===== src/rtl/slh_kecc_pkg.sv =====
// Shared definitions for the SLH-DSA F-chain accelerator master: register map,
// CHNS flag bits, sequencer states and operand helpers.
package slh_kecc_pkg;

    localparam logic [6:0] ADDR_MEMA = 7'd0;
    localparam logic [6:0] ADDR_ADRS = 7'd50;
    localparam logic [6:0] ADDR_SEED = 7'd58;
    localparam logic [6:0] ADDR_SKSD = 7'd66;
    localparam logic [6:0] ADDR_SECN = 7'd122;
    localparam logic [6:0] ADDR_CHNS = 7'd123;

    localparam logic [7:0] CHNS_PRF = 8'h40;
    localparam logic [7:0] CHNS_PAD = 8'h80;

    typedef enum logic [3:0] {
        ST_IDLE,
        ST_WR_SEED,
        ST_WR_ADRS,
        ST_WR_DATA,
        ST_WR_SECN,
        ST_WR_CHNS,
        ST_WAIT,
        ST_RD,
        ST_DONE
    } state_t;

    function automatic logic n_legal(input logic [7:0] n);
        return (n == 8'd16) || (n == 8'd24) || (n == 8'd32);
    endfunction

    // Step count occupies the low bits; the flag bits are never driven by s.
    function automatic logic [7:0] chns_byte(input logic prf, input logic [5:0] s);
        return ({2'b00, s} & ~(CHNS_PRF | CHNS_PAD)) | (prf ? CHNS_PRF : 8'h00);
    endfunction

    function automatic logic [255:0] byte_mask(input logic [7:0] n);
        logic [255:0] m;
        m = '0;
        for (int unsigned k = 0; k < 32; k++) begin
            if (k < 32'(n)) m[8*k +: 8] = 8'hFF;
        end
        return m;
    endfunction

endpackage


===== src/rtl/slh_chain_master.sv =====
// Bus-master sequencer: loads one WOTS+/FORS chain job into the Keccak F-chain
// accelerator, waits for its irq (bounded by TIMEOUT) and reads back n bytes.
module slh_chain_master
    import slh_kecc_pkg::*;
#(
    parameter int unsigned TIMEOUT = 2048,
    parameter int unsigned TW      = 12
) (
    input  logic         clk,
    input  logic         rst,
    input  logic         start,
    input  logic [7:0]   n_i,
    input  logic [5:0]   s_i,
    input  logic         prf_i,
    input  logic [255:0] seed_i,
    input  logic [255:0] adrs_i,
    input  logic [255:0] sksd_i,
    input  logic [255:0] msg_i,
    output logic         busy_o,
    output logic         done_o,
    output logic         err_o,
    output logic [255:0] res_o,
    output logic         kc_sel,
    output logic [3:0]   kc_wen,
    output logic [6:0]   kc_addr,
    output logic [31:0]  kc_wdata,
    input  logic [31:0]  kc_rdata,
    input  logic         kc_irq
);

    state_t          state_q, state_d;
    logic [3:0]      idx_q;
    logic [TW-1:0]   tmo_q;
    logic [7:0]      n_q;
    logic [5:0]      s_q;
    logic            prf_q;
    logic [255:0]    seed_q, adrs_q, sksd_q, msg_q;
    logic [255:0]    res_q;
    logic            err_q;
    logic [3:0]      rd_words;

    function automatic logic [31:0] word_of(input logic [255:0] v, input logic [2:0] i);
        return v[{i, 5'b00000} +: 32];
    endfunction

    assign rd_words = n_q[5:2];
    assign busy_o   = (state_q != ST_IDLE) && (state_q != ST_DONE);
    assign done_o   = (state_q == ST_DONE);
    assign err_o    = err_q;
    assign res_o    = res_q;

    always_comb begin
        state_d  = state_q;
        kc_sel   = 1'b0;
        kc_wen   = '0;
        kc_addr  = '0;
        kc_wdata = '0;
        unique case (state_q)
            ST_IDLE: begin
                if (start) begin
                    if (!n_legal(n_i) || (s_i == 6'd0 && !prf_i)) state_d = ST_DONE;
                    else                                          state_d = ST_WR_SEED;
                end
            end
            ST_WR_SEED: begin
                kc_sel   = 1'b1;
                kc_wen   = '1;
                kc_addr  = ADDR_SEED + {4'b0000, idx_q[2:0]};
                kc_wdata = word_of(seed_q, idx_q[2:0]);
                if (idx_q[2:0] == 3'd7) state_d = ST_WR_ADRS;
            end
            ST_WR_ADRS: begin
                kc_sel   = 1'b1;
                kc_wen   = '1;
                kc_addr  = ADDR_ADRS + {4'b0000, idx_q[2:0]};
                kc_wdata = word_of(adrs_q, idx_q[2:0]);
                if (idx_q[2:0] == 3'd7) state_d = ST_WR_DATA;
            end
            ST_WR_DATA: begin
                kc_sel   = 1'b1;
                kc_wen   = '1;
                kc_addr  = (prf_q ? ADDR_SKSD : ADDR_MEMA) + {4'b0000, idx_q[2:0]};
                kc_wdata = word_of(prf_q ? sksd_q : msg_q, idx_q[2:0]);
                if (idx_q[2:0] == 3'd7) state_d = ST_WR_SECN;
            end
            ST_WR_SECN: begin
                kc_sel   = 1'b1;
                kc_wen   = '1;
                kc_addr  = ADDR_SECN;
                kc_wdata = {24'h000000, n_q};
                state_d  = ST_WR_CHNS;
            end
            ST_WR_CHNS: begin
                kc_sel   = 1'b1;
                kc_wen   = '1;
                kc_addr  = ADDR_CHNS;
                kc_wdata = {24'h000000, chns_byte(prf_q, s_q)};
                state_d  = ST_WAIT;
            end
            ST_WAIT: begin
                if (kc_irq)                            state_d = ST_RD;
                else if (tmo_q == TW'(TIMEOUT - 1))    state_d = ST_DONE;
            end
            ST_RD: begin
                // Final cycle only captures the last read, so the bus is released.
                if (idx_q != rd_words) begin
                    kc_sel  = 1'b1;
                    kc_addr = ADDR_MEMA + {3'b000, idx_q};
                end else begin
                    state_d = ST_DONE;
                end
            end
            ST_DONE: state_d = ST_IDLE;
            default: state_d = ST_IDLE;
        endcase
    end

    always_ff @(posedge clk) begin
        if (rst) state_q <= ST_IDLE;
        else     state_q <= state_d;
    end

    always_ff @(posedge clk) begin
        if (rst) begin
            idx_q  <= '0;
            tmo_q  <= '0;
            n_q    <= '0;
            s_q    <= '0;
            prf_q  <= 1'b0;
            seed_q <= '0;
            adrs_q <= '0;
            sksd_q <= '0;
            msg_q  <= '0;
            res_q  <= '0;
            err_q  <= 1'b0;
        end else begin
            idx_q <= (state_d != state_q || state_q == ST_IDLE) ? '0 : idx_q + 4'd1;
            tmo_q <= (state_q == ST_WAIT) ? tmo_q + 1'b1 : '0;

            if (state_q == ST_IDLE && start) begin
                n_q    <= n_i;
                s_q    <= s_i;
                prf_q  <= prf_i;
                seed_q <= seed_i;
                adrs_q <= adrs_i;
                sksd_q <= sksd_i;
                msg_q  <= msg_i;
                err_q  <= !n_legal(n_i);
                res_q  <= (n_legal(n_i) && s_i == 6'd0 && !prf_i) ? (msg_i & byte_mask(n_i)) : '0;
            end

            if (state_q == ST_WAIT && state_d == ST_DONE) begin
                err_q <= 1'b1;
                res_q <= '0;
            end

            if (state_q == ST_RD) begin
                for (int unsigned k = 0; k < 8; k++) begin
                    if (idx_q == 4'(k + 1)) res_q[32*k +: 32] <= kc_rdata;
                end
            end
        end
    end

endmodule


===== config.mk =====
export PLATFORM = sky130hd
export DESIGN_NAME = slh_chain_master
export DESIGN_NICKNAME = d
export VERILOG_FILES = /design/src/rtl/slh_kecc_pkg.sv /design/src/rtl/slh_chain_master.sv
export SDC_FILE = /design/constraint.sdc
export NUM_CORES = 2
export LEC_CHECK = 0
export ABC_AREA = 1
export BUFFER_PORTS_ARGS = -buffer_cell sky130_fd_sc_hd__buf_2
export CORE_AREA = 4 4 537 539
export DETAILED_ROUTE_END_ITERATION = 12
export DIE_AREA = 0 0 541 543
export HOLD_SLACK_MARGIN = 0.06
export PLACE_DENSITY = 0.44
export SYNTH_ARGS = -nofsm -noshare
export SYNTH_HDL_FRONTEND = slang
export SYNTH_SLANG_ARGS = --single-unit

===== constraint.sdc =====
create_clock -name clk -period 2.3 [get_ports clk]
set_input_delay 0.23 -clock clk [delete_from_list [all_inputs] [get_ports clk]]
set_output_delay 0.23 -clock clk [all_outputs]
set_load 0.02 [all_outputs]

==> run metrics <==
# rows=196; Slew headroom=37.0%; Critical Path Sink Type=primary output; Fin Clk Skew=0.0529 ns; flop and latch count out of synthesis=1316; Max Freq=292 MHz; DRT iter0 DRCs=8247; pwr/cell area=643 nW/um2; vias in the first global route=73.1k; core area=284000 um2; synth top area cells=dfxtp_1 44%, nand2_1 21%, a21oi_1 13%; Synthesized Nets=10.3k; first-pass GRT wire length=613000 um; Worst-Margin Slew=0.944 ns; Worst Hold Slack=0.152 ns; Final nets=13.0k; layout cells sized above 1=25.0%; critical-path maximum fanout=14; most area-hungry cell type in the Yosys netlist=dfxtp_1; CP required=2.07 ns; Layout area overhead=63.0%; register clock-pin slew on the reported worst setup and hold paths=0.06 ns; Buffers on Ports=1377; CP startpoint kind=flop; Tmin final=3.43 ns; Post-synth ARST share=0%; DRT Pass-1 Iters=6; slowest cell on the critical path=dfxtp_2; RSZ-0062 raised after global routing=yes; Post-Syn Area per Cell=6.59 um2; EDFF count, synth=0; list of most frequent post-synthesis cells=3318 x nand2_1, 1564 x a21oi_1, 1316 x dfxtp_1, 896 x nand3_1, 480 x o21ai_0; maxcap violations=0; Die X=541 um; CTS root buffer=clkbuf_16; CP Data Arrival Time=3.20 ns; initial core utilization=21.3%; DRC violations left=0; critical path type=flop to primary output; leakage power=40.4 nW; final-report hold violation count=0; # fillers=30.5k; dpl hpwl=364000 um; clock sinks=1316; Routed WL=469000 um; TritonCTS clock tree=yes; Die Ht=543 um; worst path cell trace=nor2_4 -> nand2_4 -> nor2_4 -> buf_12 -> clkbuf_16 -> nand2_1 -> nand3_2 -> nand3_2 -> nand2_2 -> nand2_2 -> nand2_1 -> nand2_2 -> nor2_4 -> buf_6 -> buf_6; largest net degree at the start of global routing=170; final setup violating endpoints=480; vias=77.6k; failing checks=negative setup slack; GR Util All Layers=29.9%; die area=294000 um2; top-level I/O count=1378; Placer Congestion=0.936; Max H-tree Level=4; Avg Vias per Cell=4.88; sequential element share of the synthesized area=43.5%; Routed Antenna Nets=0; initial antenna violation count=202; status=finished, violations left; clock latency on the worst-skew pair=0.87 ns; ys flop type=dfxtp_1; final worst slack=-1.13 ns; Synth Instances=9192; Synth Cell Area=60500 um2; Num CTS Buffers=170; peak supply drop=0.494 mV; Yosys warnings=0; grt ovf=0; largest stage delay on the critical path=0.33 ns; CTS max path bufs=4; fin util=34.7%; Unique masters post-synth=34; Hold WC Path Type=primary input to flop; max-slew violations=0; top cell type's share of synthesized area=43.5%; count leader, synth=nand2_1; routed length per instance=29.5 um; Final Cycle Share=149%
report_power, final:
part	internal (W)	switching [W]
Sequential	0.0240	0.00101
Clock	0.0166	0.0118
Combinational	0.00409	0.00590
cells in the final DEF (no fill, tap or decap), types with 190 or more instances in the layout:
master,instances
o21ai_0,438
nand3_1,733
buf_12,190
dfxtp_1,1308
o21ai_1,215
clkbuf_16,204
a21oi_1,1550
buf_4,494
nand2_1,3099
dlygate4sd3_1,1073
buf_2,1332
inv_1,422
path summary, 6_finish.rpt:
kind	start	to	slack [ns]	depth (start not counted)
worst max-delay path	state_q[2]$_SDFF_PP0_	kc_wdata[8]	-1.13	15
worst min-delay path	start	seed_q[66]$_SDFFE_PP0P_	0.15	5
worst max register to register	state_q[2]$_SDFF_PP0_	sksd_q[23]$_SDFFE_PP0P_	-0.25	14
worst min register to register	sksd_q[99]$_SDFFE_PP0P_	sksd_q[99]$_SDFFE_PP0P_	0.45	2
stage by stage:
step	power (W)	instance area (um2)	setup TNS, ns	std cells	worst slack, ns
floorplan	0.0281	60500	0	9192	0.0837
global placement	0.0331	76700	-100.34	14277	-0.920
detailed placement	0.0331	76700	-103.62	14277	-0.911
CTS	0.0634	95600	-118.33	15709	-1.32
global route	0.0652	98500	-125.62	15829	-1.24
finish	0.0634	98700	-62.47	15906	-1.13
layout make-up:
| type | count | area [um2] | share of cell area [%] |
|---|---|---|---|
| antenna | 145 | 363 | 0.368 |
| clock buffer | 233 | 4860 | 4.93 |
| clock inverter | 69 | 906 | 0.918 |
| inverter | 461 | 1820 | 1.84 |
| multi-input combinational | 6641 | 31500 | 31.9 |
| sequential | 1316 | 26400 | 26.7 |
| tap | 3762 | 4710 | 4.77 |
| timing repair buffer | 3279 | 28200 | 28.6 |
cell families (layout without fill, tap and decap cells):
family	count (synthesis)	after routing	synth area share, %
buffers and inverters	1235	4042	8.27
other	0	145	0
adder cells (fa/ha/maj)	9	9	0.186
AND/OR/NAND/NOR	4372	4372	29.2
flip-flops	1316	1316	43.5
AO/OA/AOI/OAI	2257	2257	18.8
XOR/XNOR	3	3	0.0434
layer usage:
layer	up-vias	track usage (%)	wire, um
li1	35525	-	-
met4	58	15.9	30100
met1	37053	40.8	207000
met2	3972	44.9	198000
met3	1030	4.98	33500
met5	-	0	362
flip-flops by register name, summed over array words and instances (netlist names), 6 cells and up:
signal and flops:
adrs_q 256, msg_q 256, res_o 256, tmo_q 12, s_q 6, n_q 8
seed_q 256, sksd_q 256
critical path: cells and delay by family, from the launching register on:
family / cells / cell delay [ns]
and+or+nand+nor: 11 / 1.30
buffers and inverters: 4 / 0.69
DFF: 1 / 0.33
what timing repair did:
action / 4_1_cts / 5_1_grt
endpoints found under the hold margin: 1303 / 0
buffers inserted: 39 / 37
cloned: 21 / 38
gates resized for setup: 402 / 482
endpoints found under the setup margin: 892 / 1122
hold buffers: 1073 / 0
pin swaps: 24 / 125
(Power assumes the default switching activity.)
